### config.mk
export PLATFORM = sky130hd
export DESIGN_NAME = dll_tracker
export DESIGN_NICKNAME = d
export VERILOG_FILES = /design/src/rtl/dll_pkg.sv /design/src/rtl/dll_loop_filter.sv /design/src/rtl/dll_tracker.sv
export SDC_FILE = /design/constraint.sdc
export NUM_CORES = 1
export LEC_CHECK = 0
export CAP_MARGIN = 10
export CORE_ASPECT_RATIO = 1.4
export CORE_MARGIN = 8
export CORE_UTILIZATION = 52
export CTS_BUF_LIST = sky130_fd_sc_hd__clkbuf_8
export CTS_CLUSTER_SIZE = 25
export DETAILED_ROUTE_END_ITERATION = 10
export PLACE_DENSITY = 0.79
export SETUP_SLACK_MARGIN = 0.2
export SLEW_MARGIN = 20
export SYNTH_ARGS = -nofsm -noshare
export SYNTH_HDL_FRONTEND = slang
export SYNTH_SLANG_ARGS = --single-unit
### constraint.sdc
create_clock -name clk -period 2.91 [get_ports clk]
set_clock_uncertainty 0.05 [all_clocks]
set_input_delay 0.582 -clock clk [delete_from_list [all_inputs] [get_ports clk]]
set_output_delay 0.582 -clock clk [all_outputs]
set_load 0.02 [all_outputs]
### src/rtl/dll_pkg.sv
// -----------------------------------------------------------------------------
// dll_pkg
// Shared types and defaults for the early/prompt/late DLL tracker.
//   - dll_state_e : tracker FSM states (IDLE, ACC, STEP, UPDATE)
//   - DLL_*_DEF   : default parameter values
//   - acc_width() : width of the signed early-minus-late accumulator
// No ports (package).
// -----------------------------------------------------------------------------
package dll_pkg;

    typedef enum logic [1:0] {
        ST_IDLE   = 2'd0,
        ST_ACC    = 2'd1,
        ST_STEP   = 2'd2,
        ST_UPDATE = 2'd3
    } dll_state_e;

    localparam int DLL_W_DEF           = 8;
    localparam int DLL_PHASE_W_DEF     = 16;
    localparam int DLL_N_INT_DEF       = 4;
    localparam int DLL_GAIN_SHIFT_DEF  = 2;
    localparam int DLL_MAX_STEP_DEF    = 4096;
    localparam int DLL_DEADBAND_DEF    = 2;
    localparam int DLL_SPACING_DEF     = 4096;
    localparam int DLL_LOCK_TOL_DEF    = 8;
    localparam int DLL_PROMPT_MIN_DEF  = 256;
    localparam int DLL_LOCK_CNT_DEF    = 8;
    localparam int DLL_UNLOCK_CNT_DEF  = 4;
    localparam int DLL_SEARCH_STEP_DEF = 8192;
    localparam int DLL_SEARCH_WIN_DEF  = 4;

    // One sign bit for e-l, plus growth for summing n_int samples.
    function automatic int acc_width(input int w, input int n_int);
        return w + 1 + $clog2(n_int);
    endfunction

endpackage

### src/rtl/dll_loop_filter.sv
// -----------------------------------------------------------------------------
// dll_loop_filter
// Combinational proportional loop filter: window error -> signed phase step.
// Applies deadband, arithmetic right shift and symmetric clamp.
// Ports:
//   err_i     in  ACC_W   signed integrated early-minus-late error
//   step_o    out PHASE_W signed phase step (0 inside the deadband)
//   err_abs_o out ACC_W+1 |err_i|, also used for lock qualification
// -----------------------------------------------------------------------------
module dll_loop_filter #(
    parameter int ACC_W      = 11,
    parameter int PHASE_W    = 16,
    parameter int GAIN_SHIFT = 2,
    parameter int MAX_STEP   = 4096,
    parameter int DEADBAND   = 2
) (
    input  logic signed [ACC_W-1:0]   err_i,
    output logic signed [PHASE_W-1:0] step_o,
    output logic        [ACC_W:0]     err_abs_o
);

    logic signed [ACC_W:0]   err_x;
    logic        [ACC_W:0]   err_abs;
    logic signed [ACC_W-1:0] mag;
    logic signed [63:0]      mag_x;
    logic signed [63:0]      clamped;

    // One extra bit so negating the most-negative error cannot overflow.
    assign err_x   = (ACC_W+1)'(err_i);
    assign err_abs = err_x[ACC_W] ? $unsigned(-err_x) : $unsigned(err_x);
    assign mag     = err_i >>> GAIN_SHIFT;
    assign mag_x   = 64'(mag);

    always_comb begin
        clamped = mag_x;
        if (mag_x > 64'(MAX_STEP)) begin
            clamped = 64'(MAX_STEP);
        end else if (mag_x < -64'(MAX_STEP)) begin
            clamped = -64'(MAX_STEP);
        end
    end

    assign step_o    = (32'(err_abs) <= 32'(DEADBAND)) ? '0 : PHASE_W'(clamped);
    assign err_abs_o = err_abs;

endmodule

### src/rtl/dll_tracker.sv
// -----------------------------------------------------------------------------
// dll_tracker
// Early/prompt/late DLL tracker. Integrates e-l over N_INT correlator samples,
// applies a filtered phase correction and reports lock status.
// Optional feature macro: DLL_SEARCH_EN (adds SEARCH_STEP/SEARCH_WIN; steps
// phase forward by SEARCH_STEP after SEARCH_WIN low-prompt windows while
// unlocked).
// Ports:
//   clk          in  1        system clock
//   rst_in       in  1        asynchronous active-high reset
//   corr_rdy     in  1        strobe: e/p/l_value valid (taken only when ready)
//   e/p/l_value  in  W        early/prompt/late correlator magnitudes
//   ready        out 1        high in IDLE
//   phase        out PHASE_W  prompt phase
//   phase_early  out PHASE_W  phase - SPACING (mod 2^PHASE_W)
//   phase_late   out PHASE_W  phase + SPACING (mod 2^PHASE_W)
//   phase_valid  out 1        one-cycle pulse after each phase update
//   locked       out 1        lock indicator
//   overrun      out 1        sticky: strobe arrived while busy
// -----------------------------------------------------------------------------
module dll_tracker
    import dll_pkg::*;
#(
    parameter int W          = DLL_W_DEF,
    parameter int PHASE_W    = DLL_PHASE_W_DEF,
    parameter int N_INT      = DLL_N_INT_DEF,
    parameter int GAIN_SHIFT = DLL_GAIN_SHIFT_DEF,
    parameter int MAX_STEP   = DLL_MAX_STEP_DEF,
    parameter int DEADBAND   = DLL_DEADBAND_DEF,
    parameter int SPACING    = DLL_SPACING_DEF,
    parameter int LOCK_TOL   = DLL_LOCK_TOL_DEF,
    parameter int PROMPT_MIN = DLL_PROMPT_MIN_DEF,
    parameter int LOCK_CNT   = DLL_LOCK_CNT_DEF,
    parameter int UNLOCK_CNT = DLL_UNLOCK_CNT_DEF
`ifdef DLL_SEARCH_EN
    ,
    parameter int SEARCH_STEP = DLL_SEARCH_STEP_DEF,
    parameter int SEARCH_WIN  = DLL_SEARCH_WIN_DEF
`endif
) (
    input  logic               clk,
    input  logic               rst_in,
    input  logic               corr_rdy,
    input  logic [W-1:0]       e_value,
    input  logic [W-1:0]       p_value,
    input  logic [W-1:0]       l_value,
    output logic               ready,
    output logic [PHASE_W-1:0] phase,
    output logic [PHASE_W-1:0] phase_early,
    output logic [PHASE_W-1:0] phase_late,
    output logic               phase_valid,
    output logic               locked,
    output logic               overrun
);

    localparam int ACC_W  = acc_width(W, N_INT);
    localparam int PACC_W = W + $clog2(N_INT);
    localparam int CNT_W  = $clog2(N_INT + 1);
    localparam int GOOD_W = $clog2(LOCK_CNT + 1);
    localparam int BAD_W  = $clog2(UNLOCK_CNT + 1);

    dll_state_e               state_q;
    logic [W-1:0]             e_q, p_q, l_q;
    logic signed [ACC_W-1:0]  err_acc_q, err_acc_d;
    logic [PACC_W-1:0]        p_acc_q, p_acc_d;
    logic [CNT_W-1:0]         sample_cnt_q, sample_cnt_d;
    logic signed [PHASE_W-1:0] step_q, step_d;
    logic                     good_q, good_d;
    logic [GOOD_W-1:0]        good_cnt_q, good_cnt_d;
    logic [BAD_W-1:0]         bad_cnt_q, bad_cnt_d;
    logic [PHASE_W-1:0]       phase_q, phase_d;
    logic                     ready_q, phase_valid_q, locked_q, overrun_q;
    logic [ACC_W:0]           err_abs;
    logic signed [W:0]        diff;

    dll_loop_filter #(
        .ACC_W      (ACC_W),
        .PHASE_W    (PHASE_W),
        .GAIN_SHIFT (GAIN_SHIFT),
        .MAX_STEP   (MAX_STEP),
        .DEADBAND   (DEADBAND)
    ) u_filter (
        .err_i     (err_acc_q),
        .step_o    (step_d),
        .err_abs_o (err_abs)
    );

    // Unsigned magnitudes are zero-extended before subtracting so e-l is exact.
    assign diff         = $signed({1'b0, e_q}) - $signed({1'b0, l_q});
    assign err_acc_d    = err_acc_q + ACC_W'(diff);
    assign p_acc_d      = p_acc_q + PACC_W'(p_q);
    assign sample_cnt_d = sample_cnt_q + CNT_W'(1);
    assign good_d       = (32'(err_abs) <= 32'(LOCK_TOL)) &&
                          (32'(p_acc_q) >= 32'(PROMPT_MIN));
    assign good_cnt_d   = (good_cnt_q == GOOD_W'(LOCK_CNT)) ? good_cnt_q
                                                            : good_cnt_q + GOOD_W'(1);
    assign bad_cnt_d    = (bad_cnt_q == BAD_W'(UNLOCK_CNT)) ? bad_cnt_q
                                                            : bad_cnt_q + BAD_W'(1);

`ifdef DLL_SEARCH_EN
    localparam int SRCH_W = $clog2(SEARCH_WIN + 1);
    logic [SRCH_W-1:0] search_cnt_q, search_cnt_d;
    logic              search_fire;

    // p_acc is still held during UPDATE, so the window's prompt energy is
    // judged directly there; locked_q is the pre-update lock state.
    always_comb begin
        search_cnt_d = '0;
        search_fire  = 1'b0;
        if (!locked_q && (32'(p_acc_q) < 32'(PROMPT_MIN))) begin
            if (search_cnt_q + SRCH_W'(1) == SRCH_W'(SEARCH_WIN)) begin
                search_fire = 1'b1;
            end else begin
                search_cnt_d = search_cnt_q + SRCH_W'(1);
            end
        end
    end
`endif

    // Early > late gives a positive step and therefore an earlier phase.
    always_comb begin
        phase_d = phase_q - $unsigned(step_q);
`ifdef DLL_SEARCH_EN
        if (search_fire) begin
            phase_d = phase_q + PHASE_W'(SEARCH_STEP);
        end
`endif
    end

    always_ff @(posedge clk or posedge rst_in) begin
        if (rst_in) begin
            state_q       <= ST_IDLE;
            e_q           <= '0;
            p_q           <= '0;
            l_q           <= '0;
            err_acc_q     <= '0;
            p_acc_q       <= '0;
            sample_cnt_q  <= '0;
            step_q        <= '0;
            good_q        <= 1'b0;
            good_cnt_q    <= '0;
            bad_cnt_q     <= '0;
            phase_q       <= '0;
            ready_q       <= 1'b1;
            phase_valid_q <= 1'b0;
            locked_q      <= 1'b0;
            overrun_q     <= 1'b0;
`ifdef DLL_SEARCH_EN
            search_cnt_q  <= '0;
`endif
        end else begin
            phase_valid_q <= 1'b0;
            if (corr_rdy && !ready_q) begin
                overrun_q <= 1'b1;
            end
            case (state_q)
                ST_IDLE: begin
                    if (corr_rdy) begin
                        e_q     <= e_value;
                        p_q     <= p_value;
                        l_q     <= l_value;
                        state_q <= ST_ACC;
                        ready_q <= 1'b0;
                    end
                end
                ST_ACC: begin
                    err_acc_q    <= err_acc_d;
                    p_acc_q      <= p_acc_d;
                    sample_cnt_q <= sample_cnt_d;
                    if (sample_cnt_d == CNT_W'(N_INT)) begin
                        state_q <= ST_STEP;
                    end else begin
                        state_q <= ST_IDLE;
                        ready_q <= 1'b1;
                    end
                end
                ST_STEP: begin
                    step_q  <= step_d;
                    good_q  <= good_d;
                    state_q <= ST_UPDATE;
                end
                ST_UPDATE: begin
                    phase_q       <= phase_d;
                    phase_valid_q <= 1'b1;
                    err_acc_q     <= '0;
                    p_acc_q       <= '0;
                    sample_cnt_q  <= '0;
`ifdef DLL_SEARCH_EN
                    search_cnt_q  <= search_cnt_d;
`endif
                    if (good_q) begin
                        good_cnt_q <= good_cnt_d;
                        bad_cnt_q  <= '0;
                        if (good_cnt_d == GOOD_W'(LOCK_CNT)) begin
                            locked_q <= 1'b1;
                        end
                    end else begin
                        bad_cnt_q  <= bad_cnt_d;
                        good_cnt_q <= '0;
                        if (bad_cnt_d == BAD_W'(UNLOCK_CNT)) begin
                            locked_q <= 1'b0;
                        end
                    end
                    state_q <= ST_IDLE;
                    ready_q <= 1'b1;
                end
                default: begin
                    state_q <= ST_IDLE;
                    ready_q <= 1'b1;
                end
            endcase
        end
    end

    assign ready       = ready_q;
    assign phase       = phase_q;
    assign phase_early = phase_q - PHASE_W'(SPACING);
    assign phase_late  = phase_q + PHASE_W'(SPACING);
    assign phase_valid = phase_valid_q;
    assign locked      = locked_q;
    assign overrun     = overrun_q;

endmodule

Yosys cells after proc, flatten, opt, wreduce, memory -nomap -nowiden
Cells that the tools add are included.

Output and inout port bits: 52. Logic and storage cells: 73. Input port bits: 27. Bits in registers: 94.

Equal/unequal tests: 11. Multiplexer cells: 21. Add/sub/neg operators: 10. Reduce and logical (&&, ||, !) cells: 10. $lt $le $gt $ge: 5.

Operators with widths (count): two-way mux 16 bit (3); one-hot mux 11 bit (2 select lines) (1); one-hot mux 10 bit (2 select lines) (1); adder 16 x 13 -> 16 bit (second input constant) (1); subtractor 16 x 13 -> 16 bit (second input constant) (1); subtractor 16 bit (1); greater-than comparator 9 x 14 -> 1 bit (second input constant) (1); < comparator 9 x 13 -> 1 bit (second input constant) (1); less-or-equal comparator 12 x 2 -> 1 bit (second input constant) (1); less-or-equal comparator 12 x 4 -> 1 bit (second input constant) (1); two-way mux 12 bit (1); negation 11 -> 12 bit (1); adder 11 x 9 -> 11 bit (1); adder 10 x 8 -> 10 bit (1); greater-or-equal comparator 10 x 9 -> 1 bit (second input constant) (1); == test 3 bit (second input constant) (3); subtractor 8 x 8 -> 9 bit (1); == test 4 bit (second input constant) (2); two-way mux 4 bit (2); one-hot mux 2 bit (4 select lines) (1); adder 3 x 1 -> 3 bit (second input constant) (2); two-way mux 1 bit (6); two-way mux 3 bit (2); one-hot mux 3 bit (2 select lines) (1); other kinds (14) (20).

Logic depth before layout (Yosys ltp)
Gate-level depths: netlist of run 1.

Depth in word-level cells: 5. Mapped depth: 15.

Modules after synthesis
Synthesis of run 1 repeated with hierarchy kept, for this count alone.

Cell total of the unflattened synthesis: 688. Area, all modules: 6356.1 µm².

By module, submodules not included: dll_tracker (sequential area each 2353.5 µm², cells an instance 606, area an instance 5776.8 µm², instances 1); dll_loop_filter (sequential area each 0.0 µm², cells an instance 82, area an instance 579.3 µm², instances 1).

Least setup slack after synthesis of run 1
OpenSTA, ideal clock, no wires.

Kind: reg-to-reg. Start point: register l_q[1]. End point: register err_acc_q[10]. Data required time: 2719 ps. Library setup time: 141 ps. Slack: -94 ps. Cell stages (with the launch flop): 16. Buffers on the path: 0. Data arrival time: 2812 ps. Path through: dfrtp_1 > inv_1 > ha_1 > nor2b_1 > o21ai_0 > a21boi_0 > o21ai_0 > nor2b_1 > xnor2_1 > ha_1 > a21oi_1 > o21ai_0 > a41o_1 > a31oi_1 > mux2i_1 > o2111ai_1.

Longest elaborated chain between the ends: 3.

Ends and longest elaborated chain: start: declaration (RTL line dll_tracker.sv:63) `logic [W-1:0] e_q, p_q, l_q;`; start signal: assignment (RTL line dll_tracker.sv:161) `l_q <= l_value;`; subtractor 8 x 8 -> 9 bit (RTL line dll_tracker.sv:89) `assign diff = $signed({1'b0, e_q}) - $signed({1'b0, l_q});`; adder 11 x 9 -> 11 bit (RTL line dll_tracker.sv:90) `assign err_acc_d = err_acc_q + ACC_W'(diff);`; one-hot mux 11 bit (2 select lines) (RTL line dll_tracker.sv:156) `case (state_q)`; end signal: assignment (RTL line dll_tracker.sv:167) `err_acc_q <= err_acc_d;`; end: declaration (RTL line dll_tracker.sv:64) `logic signed [ACC_W-1:0] err_acc_q, err_acc_d;`.

No other way between the ends. A chain may end at the register's enable or synchronous reset.

Worst setup path in the final report of run 1
Same ends and word-level chain as after synthesis.

==> reports/summary.txt, run 1 <==
status = complete, but fails checks
failing checks = negative setup slack
kind of critical path = reg -> reg
Die ar. = 0.0151 sq mm
Total Nets Final = 798
PortBufs = 78
unrepaired setup endpoints after global routing = yes
Die Span X = 106 um
vias in the first global route = 5100
ys flop type = dfrtp_1
R2R Path Start = l_q[1]
DR iter-0 viols = 258
CTS Buf Count = 9
post-synthesis compound-gate area fraction = 0.200
share of cells above drive strength 1 = 0.147
grt total ovfl = 0
Slew Viols, Final = 0
Final Hold Fails = 0
DR vias = 4924
CP max FO = 3
clock sink count = 87
hpwl dp = 9490 um
Layout area overhead = 22.5%
multiplexer area fraction after synthesis = 0.0385
highest clock rate = 336 MHz
global-route wire length before repair = 22700 um
register area = 0.00218 sq mm
Diodes inserted = 0
RD Place Congestion = 0.891
Initial Utilization = 0.529
Final Util = 0.648
min-delay src = overrun
H-tree depth = 3
Startpoint Class = register
DRT Pass-1 Iters = 4
Clock transition at path regs = 0.08 ns
DR WL/cell = 15.3 um
ys async rst share = 1.00
max cap viols = 0
flops & latches, synth = 87
final setup violation count = 1
clock root cell = clkbuf_8
Seq/Total Area, Yosys = 0.367
Yosys cell types = 69
Slew HR = 0.550
Die Height = 142 um
post-layout minimum cycle time = 2.98 ns
total track usage = 0.179
Post-DRT Antenna Nets = 0
largest net degree at the start of global routing = 88
syn_area_per_cell = 9.25 sq um
initial antenna violation count = 0
Synth warnings = 0
Mapped Cells = 642
nature of the critical path endpoint = register
# fillers = 903
Mapped Area = 0.00594 sq mm
largest family of logic cells by synthesized area = compound AO/OA/AOI/OAI gates
DRC = 0
Worst-Skew Late Latency = 0.37 ns
DR vias/cell = 5.70
fin crit share = 1.02
row cnt = 46
WP data arrival = 3.17 ns
XOR/XNOR Fraction of Synth Area = 0.0442
Post-synth EDFFs = 0
Syn Nets = 725
Synth Area in Adders = 0.123
Placeable Area = 0.0112 sq mm
min-delay worst type = reg -> reg
CTS tree = yes
WP data required = 3.10 ns
Ports = 79
WL final = 13200 um
area of the multi-input gates = 0.00342 sq mm
Setup WS post-layout = -0.0670 ns
Slew @ Worst Pin = 0.675 ns
Simple-Gate Fraction of Synth Area = 0.143
CTS max path bufs = 2
Worst Setup SP = l_q[1]
CTS Hold Bufs = 0
critical path: stages, from the launching register on:
cell and delay [ns]:
dfrtp_1 0.40, inv_2 0.08, ha_4 0.19, nor2b_4 0.12, o21ai_4 0.14, a21boi_2 0.09, o21ai_2 0.16, nor2b_4 0.16
xnor2_1 0.11, ha_1 0.29, a21oi_2 0.16, o21ai_1 0.09, a41o_1 0.26, a31oi_4 0.22, mux2i_1 0.21, o2111ai_1 0.11
per-layer routing:
metal / vias to the layer above / track usage / share of wire
met1: 2367 / 0.195 / 0.40
li1: 2406 / - / -
met2: 125 / 0.325 / 0.53
met3: 26 / 0.0376 / 0.055
met4: 0 / 0.0758 / 0.021
met5: - / 0 / 0
path summary, 6_finish.rpt:
| path | end | slack, ns | depth (start not counted) |
|---|---|---|---|
| worst min register to register | overrun | 0.42 | 1 |
| worst max-delay path | err_acc_q[10] | -0.07 | 15 |
| max in group asynchronous | err_acc_q[7] | 1.80 | 3 |
| min in group asynchronous | good_cnt_q[2] | 0.61 | 3 |
| worst max register to register | err_acc_q[10] | -0.07 | 15 |
| worst min-delay path | overrun | 0.42 | 1 |
Yosys cell counts (7+ instances only):
cell,instances,share of area
o31ai_1,7,0.0088
ha_1,52,0.11
xor2_1,17,0.025
nor3_1,11,0.0093
nand2b_1,8,0.0084
a211oi_1,7,0.0088
dfrtp_1,86,0.36
nand2_1,73,0.046
o2bb2ai_1,9,0.013
o211ai_1,7,0.0088
buf_4,26,0.033
clkbuf_1,15,0.0095
a21o_1,12,0.015
nor2_1,31,0.020
a21oi_1,37,0.031
inv_1,49,0.031
nor2b_1,7,0.0074
mux2_2,15,0.028
xnor2_1,13,0.019
o21ai_0,49,0.041
cell families after synthesis:
logic type,after synthesis
flops,87
xor+xnor,30
buf+inv,97
compound gates,180
fa+ha+maj,56
simple gates,171
mux,21
metrics by stage:
step           instances  hold slack [ns]  worst slack (ns)  instance area [sq um]  TNS (ns)
4_1_cts              858            0.425            -0.158                   7130    -0.233
3_5_place_dp         839            0.401            -0.209                   6780    -0.221
3_3_place_gp         839            0.394           -0.0556                   6780   -0.0556
6_report             864            0.422           -0.0670                   7270   -0.0670
5_1_grt              864            0.456            -0.207                   7270    -0.285
2_1_floorplan        642            0.397            0.0458                   5950         0
sequential cells by signal, summed over array words and instances (netlist names), 3 cells and up, named ones only:
signal / flops
phase: 16
err_acc_q: 11
p_acc_q: 10
step_q: 9
e_q: 8
l_q: 8
p_q: 8
good_cnt_q: 4
bad_cnt_q: 3
sample_cnt_q: 3
cells in the final DEF, fill, tap and decap left out, types with 17 or more instances in the layout:
master,n
dfrtp_1,86
clkdlybuf4s50_1,78
nand2_1,73
ha_1,48
inv_1,46
o21ai_0,43
a21oi_1,33
nor2_1,29
buf_4,25
xor2_1,17
area by class of cell:
cell class | count | share of cell area
Clock inverter | 5 | 0.0143
Tap cell | 144 | 0.0248
Inverter | 50 | 0.0263
Multi-Input combinational cell | 458 | 0.471
Sequential cell | 87 | 0.299
Clock buffer | 11 | 0.0208
Timing Repair Buffer | 109 | 0.144
what timing repair did:
item,CTS,global route
pin swaps,4,17
endpoints found under the setup margin,5,17
setup buffers,3,6
resized for setup,17,26
cloned,0,0
Power of run 1 is not shown: default switching activity piles up to over one toggle a cycle in this logic, so the estimate is an artifact.
==> run 2, diff against run 1 <==
--- a/config.mk
+++ b/config.mk
@@ -12,7 +12,7 @@
 export CTS_BUF_LIST = sky130_fd_sc_hd__clkbuf_8
 export CTS_CLUSTER_SIZE = 25
 export DETAILED_ROUTE_END_ITERATION = 10
-export PLACE_DENSITY = 0.79
+export PLACE_DENSITY = 0.9
 export SETUP_SLACK_MARGIN = 0.2
 export SLEW_MARGIN = 20
 export SYNTH_ARGS = -nofsm -noshare
==> run 2 against run 1 <==
- the flow still finishes with violations (negative setup slack)
- non-clock buffer count increased by 1
- register-to-register slack worse by 0.17 ns
- worst setup slack got worse by 0.17 ns
- critical endpoint unchanged
- worst hold slack worse by 0.0073 ns
- critical path type unchanged
- fmax shrank 5.3%
- via count rose by 4.1%
- critical path depth is 2 higher
- global-route usage increased by 0.28 points
- final cell count rose by 0.12%
- wire length grew 9.8%
- die area unchanged
- utilization rose by 0.30 points
==> reports/summary.txt, run 2 (synthesis gave the netlist of run 1 again) <==
clock root cell = clkbuf_8
Worst Setup SP = l_q[1]
Final Hold Fails = 0 (unchanged)
DRT Pass-1 Iters = 5 (+1)
WL final = 14500 um (+9.8%)
Worst-Skew Late Latency = 0.38 ns (about the same)
pre-CTS setup slack = -0.243 ns (-0.0332 ns)
DR WL/cell = 16.8 um (+9.7%)
initial antenna violation count = 0 (unchanged)
PortBufs = 78 (unchanged)
Total Nets Final = 799 (+0.13%)
WP data required = 3.10 ns (about the same)
global-route wire length before repair = 23000 um (+1.3%)
DR iter-0 viols = 388 (+50%)
Ports = 79 (unchanged)
Worst path slowest cell = dfrtp_1
worst reg2reg setup slack = -0.23 ns (-0.17 ns)
Startpoint Class = register
failing checks = negative setup slack
DRC = 0 (unchanged)
kind of critical path = reg -> reg
hold_ws = 0.414 ns (-0.00728 ns)
fin crit share = 1.08 (+0.0572)
min-delay worst type = reg -> reg
vias in the first global route = 5090 (-0.20%)
CP max FO = 4 (+1)
RD Place Congestion = 0.926 (+3.9%)
largest net degree at the start of global routing = 88 (unchanged)
Placeable Area = 0.0112 sq mm (unchanged)
max cap viols = 0 (unchanged)
grt total ovfl = 0 (unchanged)
Initial Utilization = 0.529 (unchanged)
CTS Buf Count = 9 (unchanged)
max incr delay on CP = 0.40 ns (about the same)
Die Height = 142 um (unchanged)
DR vias/cell = 5.93 (+4.0%)
nature of the critical path endpoint = register
Die ar. = 0.0151 sq mm (unchanged)
CTS Hold Bufs = 0 (unchanged)
Setup WS post-layout = -0.233 ns (-0.166 ns)
CTS max path bufs = 2 (unchanged)
share of cells above drive strength 1 = 0.153 (+0.00534)
WP data arrival = 3.34 ns (+0.17 ns)
Diodes inserted = 0 (unchanged)
commonest non-fill, non-tap cell in the layout = dfrtp_1
combined buffer and inverter count along the critical path = 5 (+4)
Post-DRT Antenna Nets = 0 (unchanged)
row cnt = 46 (unchanged)
Slew HR = 0.566 (+0.0159)
post-layout minimum cycle time = 3.14 ns (+0.166 ns)
status = complete, but fails checks
final setup violation count = 4 (+3)
Top delay family on crit path = compound AO/OA/AOI/OAI gates
H-tree depth = 3 (unchanged)
DR vias = 5127 (+4.1%)
R2R Path Start = l_q[1]
Slew Viols, Final = 0 (unchanged)
hpwl dp = 9760 um (+2.9%)
Slew @ Worst Pin = 0.651 ns (-0.0239 ns)
unrepaired setup endpoints after global routing = yes
Clock transition at path regs = 0.09 ns (about the same)
clock sink count = 87 (unchanged)
number of flip-flops in the largest register = 16 (unchanged)
Die Span X = 106 um (unchanged)
min-delay src = overrun
Layout area overhead = 23.0%
dpl cells = 833 (-0.72%)
final non-filler cell total = 865 (+0.12%)
total track usage = 0.182 (+0.00279)
most frequent cells in the layout = dfrtp_1 (86), clkdlybuf4s50_1 (77), nand2_1 (73), ha_1 (49), inv_1 (46)
highest clock rate = 318 MHz (-5.3%)
CTS tree = yes
cell breakdown of the critical path = inv_2, ha_4, nor2b_4, o21ai_2, a21boi_2, buf_4, buf_4, buf_4, nor2_1, ha_1, nor2_1, a21oi_2, a41o_1, a31oi_4, buf_4, nand3b_1, o2111ai_1
Crit path top cell by count = buf_4
-- run 2: per-stage QoR --
step	TNS, ns	util	cell area [sq um]
final	-0.598	0.651	7310
after floorplan	0	-	5950
after detailed placement	-0.359	0.600	6740
after global placement	-0.0745	0.600	6740
after CTS	-0.339	0.632	7090
after global routing	-1.33	0.651	7310
-- run 2: area by class of cell --
cell class | instances | area, sq um
inverter | 50 | 191
timing repair buffer | 110 | 1070
clock buffer | 10 | 138
sequential | 87 | 2180
multi-input combinational | 458 | 3460
clock inverter | 6 | 91.3
tap | 144 | 180
fill | 821 | 3920
-- run 2: metal layers --
| layer | vias up | global-route usage | share of wire |
|---|---|---|---|
| li1 | 2395 | - | - |
| met3 | 54 | 0.0476 | 0.069 |
| met5 | - | 0 | 0 |
| met1 | 2457 | 0.190 | 0.37 |
| met4 | 0 | 0.0699 | 0.036 |
| met2 | 221 | 0.335 | 0.52 |
-- run 2: repair_timing --
action / in CTS / in global routing
setup endpoints to repair: 6 / 18
setup buffers: 10 / 6
pin swaps: 13 / 27
gates resized for setup: 14 / 37
-- run 2: worst paths after layout --
| path | end | depth (start not counted) |
|---|---|---|
| hold / removal | overrun | 1 |
| hold reg to reg | overrun | 1 |
| setup reg to reg | err_acc_q[10] | 17 |
| setup / recovery | err_acc_q[10] | 17 |
| min in group asynchronous | phase_valid | 3 |
| max in group asynchronous | phase[5] | 3 |
Power of run 2 is left out for the same reason.
